<file path="src/rtl/size_field_patcher.sv">
// size_field_patcher
// Collects back-patch requests for encoded size fields (one slot per requester)
// and writes each granted field into the bitstream buffer as big-endian bytes
// over a byte-wide valid/ready write port. Lowest requester index wins.
module size_field_patcher #(
  parameter int NUM_REQ = 5,
  parameter int ADDR_W  = 32,
  parameter int CNT_W   = 16
) (
  input  logic                      clock,
  input  logic                      reset_n,
  input  logic [NUM_REQ-1:0]        req_valid,
  input  logic [NUM_REQ*ADDR_W-1:0] req_offset_addr,
  input  logic [NUM_REQ*32-1:0]     req_val,
  input  logic [NUM_REQ*3-1:0]      req_byte_size,
  output logic [NUM_REQ-1:0]        req_ready,
  output logic                      mem_we,
  output logic [ADDR_W-1:0]         mem_addr,
  output logic [7:0]                mem_wdata,
  input  logic                      mem_ready,
  output logic                      busy,
  output logic                      patch_done,
  output logic [CNT_W-1:0]          patch_count,
  output logic                      err_size
);

  localparam int IDX_W = (NUM_REQ > 1) ? $clog2(NUM_REQ) : 1;

  typedef enum logic [1:0] {
    IDLE  = 2'd0,
    WRITE = 2'd1,
    DONE  = 2'd2
  } state_t;

  state_t               state_q, state_d;
  logic [NUM_REQ-1:0]   pending_q, pending_d;
  logic [1:0]           k_q, k_d;
  logic [CNT_W-1:0]     count_q, count_d;
  logic                 err_q, err_d;

  logic [ADDR_W-1:0]    slot_addr_q [NUM_REQ];
  logic [ADDR_W-1:0]    slot_addr_d [NUM_REQ];
  logic [31:0]          slot_val_q  [NUM_REQ];
  logic [31:0]          slot_val_d  [NUM_REQ];
  logic [2:0]           slot_size_q [NUM_REQ];
  logic [2:0]           slot_size_d [NUM_REQ];

  logic [ADDR_W-1:0]    waddr_q, waddr_d;
  logic [31:0]          wval_q, wval_d;
  logic [2:0]           wsize_q, wsize_d;

  logic                 grant_vld;
  logic [IDX_W-1:0]     grant_idx;
  logic [2:0]           byte_sel;
  logic                 last_byte;

  // Fixed-priority pick: scanning downward leaves the lowest pending index.
  always_comb begin
    grant_vld = 1'b0;
    grant_idx = '0;
    for (int i = NUM_REQ - 1; i >= 0; i--) begin
      if (pending_q[i]) begin
        grant_vld = 1'b1;
        grant_idx = IDX_W'(i);
      end
    end
  end

  // Byte k of an n-byte field is value byte n-1-k (MSB first).
  assign byte_sel  = wsize_q - 3'd1 - {1'b0, k_q};
  assign last_byte = ({1'b0, k_q} == (wsize_q - 3'd1));

  // Slot capture, grant and write-sequencing next-state logic.
  always_comb begin
    state_d     = state_q;
    pending_d   = pending_q;
    k_d         = k_q;
    count_d     = count_q;
    err_d       = err_q;
    slot_addr_d = slot_addr_q;
    slot_val_d  = slot_val_q;
    slot_size_d = slot_size_q;
    waddr_d     = waddr_q;
    wval_d      = wval_q;
    wsize_d     = wsize_q;

    // Empty slots accept; illegal sizes are swallowed and flagged.
    for (int i = 0; i < NUM_REQ; i++) begin
      if (req_valid[i] && !pending_q[i]) begin
        if (req_byte_size[i*3 +: 3] inside {3'd1, 3'd2, 3'd3, 3'd4}) begin
          pending_d[i]   = 1'b1;
          slot_addr_d[i] = req_offset_addr[i*ADDR_W +: ADDR_W];
          slot_val_d[i]  = req_val[i*32 +: 32];
          slot_size_d[i] = req_byte_size[i*3 +: 3];
        end else begin
          err_d = 1'b1;
        end
      end
    end

    unique case (state_q)
      IDLE: begin
        if (grant_vld) begin
          pending_d[grant_idx] = 1'b0;
          waddr_d = slot_addr_q[grant_idx];
          wval_d  = slot_val_q[grant_idx];
          wsize_d = slot_size_q[grant_idx];
          k_d     = 2'd0;
          state_d = WRITE;
        end
      end
      WRITE: begin
        if (mem_ready) begin
          if (last_byte) begin
            state_d = DONE;
          end else begin
            k_d = k_q + 2'd1;
          end
        end
      end
      DONE: begin
        count_d = count_q + 1'b1;
        state_d = IDLE;
      end
      default: state_d = IDLE;
    endcase
  end

  // Control state; reset abandons any field in flight.
  always_ff @(posedge clock or negedge reset_n) begin
    if (!reset_n) begin
      state_q   <= IDLE;
      pending_q <= '0;
      k_q       <= 2'd0;
      count_q   <= '0;
      err_q     <= 1'b0;
    end else begin
      state_q   <= state_d;
      pending_q <= pending_d;
      k_q       <= k_d;
      count_q   <= count_d;
      err_q     <= err_d;
    end
  end

  // Slot and working payload; only meaningful while qualified by control state.
  always_ff @(posedge clock) begin
    slot_addr_q <= slot_addr_d;
    slot_val_q  <= slot_val_d;
    slot_size_q <= slot_size_d;
    waddr_q     <= waddr_d;
    wval_q      <= wval_d;
    wsize_q     <= wsize_d;
  end

  assign req_ready   = ~pending_q;
  assign mem_we      = (state_q == WRITE);
  assign mem_addr    = mem_we ? (waddr_q + ADDR_W'(k_q)) : '0;
  assign mem_wdata   = mem_we ? 8'(wval_q >> {byte_sel, 3'b000}) : 8'h00;
  assign busy        = (state_q != IDLE) || (|pending_q);
  assign patch_done  = (state_q == DONE);
  assign patch_count = count_q;
  assign err_size    = err_q;

endmodule
</file>
<file path="config.mk">
export PLATFORM = sky130hd
export DESIGN_NAME = size_field_patcher
export DESIGN_NICKNAME = d
export VERILOG_FILES = /design/src/rtl/size_field_patcher.sv
export SDC_FILE = /design/constraint.sdc
export NUM_CORES = 1
export LEC_CHECK = 0
export ABC_AREA = 1
export CAP_MARGIN = 20
export CORE_AREA = 2 2 296 181
export DETAILED_ROUTE_END_ITERATION = 10
export DIE_AREA = 0 0 298 183
export PLACE_DENSITY = 0.69
export SETUP_SLACK_MARGIN = 0.05
export SLEW_MARGIN = 20
export SYNTH_ARGS = -nofsm -noshare
export SYNTH_HDL_FRONTEND = slang
export SYNTH_SLANG_ARGS = --single-unit
</file>
<file path="constraint.sdc">
create_clock -name clock -period 15.3 [get_ports clock]
set_input_delay 4.59 -clock clock [delete_from_list [all_inputs] [get_ports clock]]
set_output_delay 4.59 -clock clock [all_outputs]
set_load 0.005 [all_outputs]
</file>
==> results of run 1 <==
## routing by layer
metal,up-vias,track usage
met4,0,0.0390
met3,62,0.0340
li1,6070,-
met1,5991,0.258
met5,-,0
met2,391,0.300
## synth_stat cells (all sizes together)
library cell | number | area share
a21boi | 62 | 0.026
a21oi | 19 | 0.0059
a41oi | 1 | 0.00049
buf | 30 | 0.0091
clkbuf | 26 | 0.0054
dfrtp | 26 | 0.036
edfxtp | 402 | 0.67
fa | 2 | 0.0022
ha | 6 | 0.0042
inv | 77 | 0.016
nand2 | 499 | 0.10
nand3 | 42 | 0.012
nand3b | 6 | 0.0025
nand4 | 5 | 0.0017
nor2 | 140 | 0.030
nor3 | 5 | 0.0017
nor3b | 2 | 0.00084
o211ai | 62 | 0.026
o21a | 1 | 0.00042
o21ai | 29 | 0.0081
o21bai | 1 | 0.00042
or2 | 64 | 0.022
xnor2 | 7 | 0.0034
xor2 | 15 | 0.0073
## kinds of logic after synthesis
group / Yosys count / synth area share
compound gates: 175 / 0.0672
xor+xnor: 22 / 0.0107
fa+ha+maj: 8 / 0.00641
buf+inv: 133 / 0.0307
flops: 428 / 0.709
simple gates: 763 / 0.176
## cell type report
| class | count | area, µm² |
|---|---|---|
| sequential | 428 | 12700 |
| clock buffer | 55 | 1150 |
| timing repair buffer | 420 | 4170 |
| tap | 703 | 880 |
| fill | 4697 | 27800 |
| clock inverter | 23 | 205 |
| multi-input combinational | 968 | 4710 |
| inverter | 77 | 292 |
## worst max-delay path by stage
stage / start / to / slack (ps) / cells after the start
floorplan: req_byte_size[10] / slot_addr_q[32] / 5370 / 3
global placement: state_q[1] / mem_wdata[3] / 7720 / 6
detailed placement: state_q[1] / mem_wdata[3] / 7580 / 6
CTS: state_q[1] / mem_wdata[3] / 6960 / 6
global route: state_q[1] / mem_wdata[3] / 6700 / 6
finish: state_q[1] / mem_wdata[3] / 7050 / 6
## cells in the final DEF, fill, tap and decap left out, types with 9 or more instances in the layout
master,instances
or2_2,21
o21ai_0,29
nor2_1,134
o211ai_1,62
dfrtp_1,26
a21boi_0,62
a21oi_1,17
nand2_1,496
edfxtp_1,402
nand3_1,42
or2_0,43
xor2_1,15
clkdlybuf4s50_1,407
buf_4,13
clkbuf_1,10
clkinv_1,9
clkbuf_16,44
inv_1,72
## per-stage QoR
stage          total power, mW  cell area, µm²  hold slack [ps]  std cells  utilization
3_5_place_dp              3.32           22800              519       2596        0.439
2_1_floorplan             2.55           17900              494       1529            -
3_3_place_gp              3.30           22800              502       2596        0.439
4_1_cts                   4.36           24100              528       2674        0.465
6_report                  4.30           24100              528       2674        0.465
5_1_grt                   4.59           24100              558       2674        0.465
## flip-flops by register name, summed over array words and instances, names as in the netlist
signal and flops:
k_q 2, slot_addr_q 160, wval_q 32, pending_q 5, wsize_q 3, patch_count 16
waddr_q 32, slot_val_q 160, state_q 2, slot_size_q 15, err_size 1
## power by group through the flow
stage / sequential [mW] / combinational (mW) / clock, mW
6_report: 1.68 / 1.60 / 1.03
5_1_grt: 1.70 / 1.79 / 1.10
4_1_cts: 1.68 / 1.62 / 1.06
3_5_place_dp: 1.71 / 1.62 / 0
3_3_place_gp: 1.70 / 1.59 / 0
2_1_floorplan: 1.66 / 0.895 / 0
## worst reg2reg max path: stages, from the launching register on
cell	delay (ps)
dfrtp_1	460
nor2_1	650
nand2_1	230
nor2_4	180
buf_4	720
inv_1	260
nand2_1	240
nand2_1	130
==> flow_metrics.tcl, run 1 <==
set metrics [dict create \
    m1WireLength_um 23500 \
    fmax_ghz 0.121 \
    grt_setup_unrepaired "no" \
    whs_path_depth 1 \
    fin_crit_ps 8250 \
    crit_fanout 26 \
    htreeDepth 2 \
    grt_overflow 0 \
    cts_setup_buffers 0 \
    dieArea_um2 54500 \
    wirelength_um 51100 \
    rows 65 \
    power_switching_mw 1.57 \
    synth_seq_cells 428 \
    insertion_delay_ps 550 \
    hold_violations 0 \
    max_cap_viol_count 0 \
    io_buffers 407 \
    hp-start "patch_count[7]" \
    drc_errors 0 \
    routed.top_layer "met4" \
    hold_buffers 0 \
    globalplace.congestion 0.898 \
    r2r_end "wval_q[31]" \
    pwr-share-comb 0.371 \
    groute.usage.overall 0.184 \
    critPathSlowestCell "clkdlybuf4s50_1" \
    drt_first_iter_violations 978 \
    root_buffer "clkbuf_16" \
    drive_gt1_frac 0.0563 \
    ys_types 33 \
    holdPathEnd "patch_count[7]" \
    p_leak_nw 8.85 \
    slew_viol_final 0 \
    num_vias 12500 \
    cts_sinks 428 \
    crit_path_max_incr_delay_ps 630 \
    dp_hpwl_um 35900 \
    core_region_area_um2 51900 \
    rrSetupSlack_ps 12180 \
    grt_pass1_vias 12600 \
    num_io_pins 408 \
    path_buf_inv 3 \
    clockBufferDepth 3 \
    nets 2289 \
    critical_path_class "flop to output pin" \
    powerDensity_nw_per_um2 178 \
    finalCritPeriodShare 0.539 \
    cp_common_cell "inv_1" \
    finalSetupViolations 0 \
    fin_tns_setup_ps 0 \
    cts_buffers 43 \
    switching_share 0.365 \
    syn_inst 1529 \
    hold_path_class "flop to flop" \
    ys_seq_area_frac 0.709 \
    timing.final.ws_setup_ps 7050 \
    synth_area_um2 17900 \
    insertedDiodeCount 0 \
    synth_warnings 0 \
    grt_start_max_net_pins 76 \
    cp-start-kind "flop" \
    vias_per_cell 4.68 \
    post-place-ws_ps 7580 \
    wl_met3_um 2980 \
    vdd_drop_max_v 0.000100 \
    clk_pin_slew_worst_paths_ps 60 \
    tightest_slew_ps 1160 \
    ant_nets 0 \
    dieHeight_um 183 \
    p_int_mw 2.73 \
    status "finished clean" \
    synth.avg_cell_area_um2 11.7 \
    worstPathRequired_ps 10710 \
    post_cts_resized 0 \
    path_cells "inv_1 > nand2_1 > inv_1 > nand3_1 > a21oi_1 > clkdlybuf4s50_1" \
    reg2regPathDepth 7 \
    critPathCaptureType "output pin" \
    finClkSkew_ps 15.3 \
    seqPwrFrac 0.390 \
    area_growth_pct 34.5 \
    maxSlewHeadroom 0.226 \
    reg2reg_from "pending_q[0]" \
    clkPwrFrac 0.239 \
    die_w_um 298 \
    grt_pass1_wl_um 75900 \
    routedWlPerCell_um 19.1 \
    synth.net_count 1880 \
    initial_core_util 0.346 \
    cpLargestDelayFamily "buffers and inverters" \
    antenna_found_initial 1 \
    crit_arrival_ps 3660 \
    met2WireLength_um 23700 \
    cts_tree "yes" \
    drt_pass1_iterations 5 \
]
No activity file was read; power rests on OpenSTA's default activity.
==> run 2, diff against run 1 <==
- PLACE_DENSITY: 0.69 -> 0.71
- clock period: 15.3 -> 7.25 ns (I/O delays scaled with it)
==> flow_metrics.tcl, run 2 (synthesis gave the netlist of run 1 again) <==
set metrics [dict create \
    htreeDepth 2 \
    fin_tns_setup_ps 0 \
    reg2regPathDepth 7 \
    drt_pass1_iterations 6 \
    grt_overflow 0 \
    cpLargestDelayFamily "buffers and inverters" \
    finalCritPeriodShare 0.817 \
    antenna_found_initial 3 \
    hold_path_class "flop to flop" \
    cts_tree "yes" \
    seqPwrFrac 0.384 \
    globalplace.congestion 0.879 \
    dp_hpwl_um 36200 \
    area_growth_pct 35.4 \
    p_int_mw 5.91 \
    finalSetupViolations 0 \
    max_cap_viol_count 0 \
    finClkSkew_ps 26.5 \
    ant_nets 0 \
    cts_setup_buffers 0 \
    pwr-share-comb 0.362 \
    dpl.cell_count 2596 \
    clk_pin_slew_worst_paths_ps 60 \
    path_buf_inv 3 \
    vdd_drop_max_v 0.000193 \
    worstPathRequired_ps 5080 \
    hold_buffers 0 \
    cts_sinks 428 \
    critPathSlowestCell "inv_1" \
    p_leak_nw 8.92 \
    grt_pass1_wl_um 76900 \
    status "finished clean" \
    clockBufferDepth 3 \
    rows 65 \
    power_switching_mw 3.34 \
    crit_fanout 26 \
    die_w_um 298 \
    switching_share 0.361 \
    cp-start-kind "flop" \
    top_regs "slot_addr_q: 160 flops, slot_val_q: 160 flops" \
    insertedDiodeCount 0 \
    num_vias 12600 \
    grt_setup_unrepaired "no" \
    wirelength_um 51300 \
    crit_arrival_ps 3750 \
    insertion_delay_ps 560 \
    drc_errors 0 \
    core_region_area_um2 51900 \
    crit_path_max_incr_delay_ps 640 \
    io_buffers 407 \
    grt_pass1_vias 12700 \
    clkPwrFrac 0.255 \
    initial_core_util 0.346 \
    critPathCaptureType "output pin" \
    postLayoutCoreUtil 0.468 \
    groute.usage.overall 0.185 \
    path_cells "inv_1 > nand2_1 > inv_1 > nand3_1 > a21oi_1 > clkdlybuf4s50_1" \
    cp_common_cell "inv_1" \
    maxSlewHeadroom 0.277 \
    slew_viol_final 0 \
    fin_crit_ps 5930 \
    routedWlPerCell_um 19.2 \
    final_cell_mix "496 x nand2_1, 407 x clkdlybuf4s50_1, 402 x edfxtp_1" \
    cts_buffers 43 \
    dieHeight_um 183 \
    drive_gt1_frac 0.0623 \
    powerDensity_nw_per_um2 381 \
    fmax_ghz 0.169 \
    num_io_pins 408 \
    drt_first_iter_violations 960 \
    final_common_cell "nand2_1" \
    nets 2290 \
    post_cts_resized 0 \
    hold_violations 0 \
    fin_cells 2677 \
    dieArea_um2 54500 \
    tightest_slew_ps 1080 \
    path_depth 6 \
    critical_path_class "flop to output pin" \
    fillers 4648 \
    whs_path_depth 1 \
    root_buffer "clkbuf_16" \
    vias_per_cell 4.70 \
    grt_start_max_net_pins 74 \
]
run 2: through the flow:
stage	power [mW]	worst slack, ps	cell area, µm²	hold WS (ps)
6_report	9.25	1320	24300	522
5_1_grt	9.84	1060	24300	539
3_3_place_gp	6.94	2000	22800	508
2_1_floorplan	5.38	1090	17900	494
3_5_place_dp	7.00	1890	22800	509
4_1_cts	9.38	1290	24300	521
run 2: area by class of cell:
cell class / instances / area, µm² / share of cell area
clock inverters: 34 / 382 / 0.0157
clock buffers: 46 / 1110 / 0.0456
multi-input cells: 968 / 4720 / 0.194
flip-flops and latches: 428 / 12700 / 0.523
inverters: 77 / 292 / 0.0120
well taps: 703 / 880 / 0.0362
repair buffers: 421 / 4200 / 0.173
run 2: final timing paths:
check,start,to,slack (ps)
setup reg to reg,pending_q[0],wval_q[31],4140
min in group asynchronous,reset_n,patch_count[7],2010
max in group asynchronous,reset_n,pending_q[2],4970
setup / recovery,state_q[1],mem_wdata[3],1320
hold / removal,patch_count[3],patch_count[3],520
hold reg to reg,patch_count[3],patch_count[3],520
run 2: per-layer routing:
layer | wire (µm) | share of wire | track usage
met3 | 3480 | 0.068 | 0.0365
met4 | 1090 | 0.021 | 0.0450
met2 | 24300 | 0.47 | 0.305
met1 | 22400 | 0.44 | 0.254
met5 | 13 | 0.00025 | 0
run 2: power groups by stage:
stage          registers (mW)  clock network, mW  logic, mW
6_report                 3.55               2.35       3.35
5_1_grt                  3.59               2.50       3.75
4_1_cts                  3.55               2.41       3.42
3_5_place_dp             3.61                  0       3.40
3_3_place_gp             3.60                  0       3.34
2_1_floorplan            3.49                  0       1.89
run 2: worst reg2reg max path, stage by stage (launching register included):
cell	delay (ps)
dfrtp_1	470
nor2_1	650
nand2_1	240
nor2_4	180
buf_4	690
inv_1	260
nand2_1	220
nand2_1	130
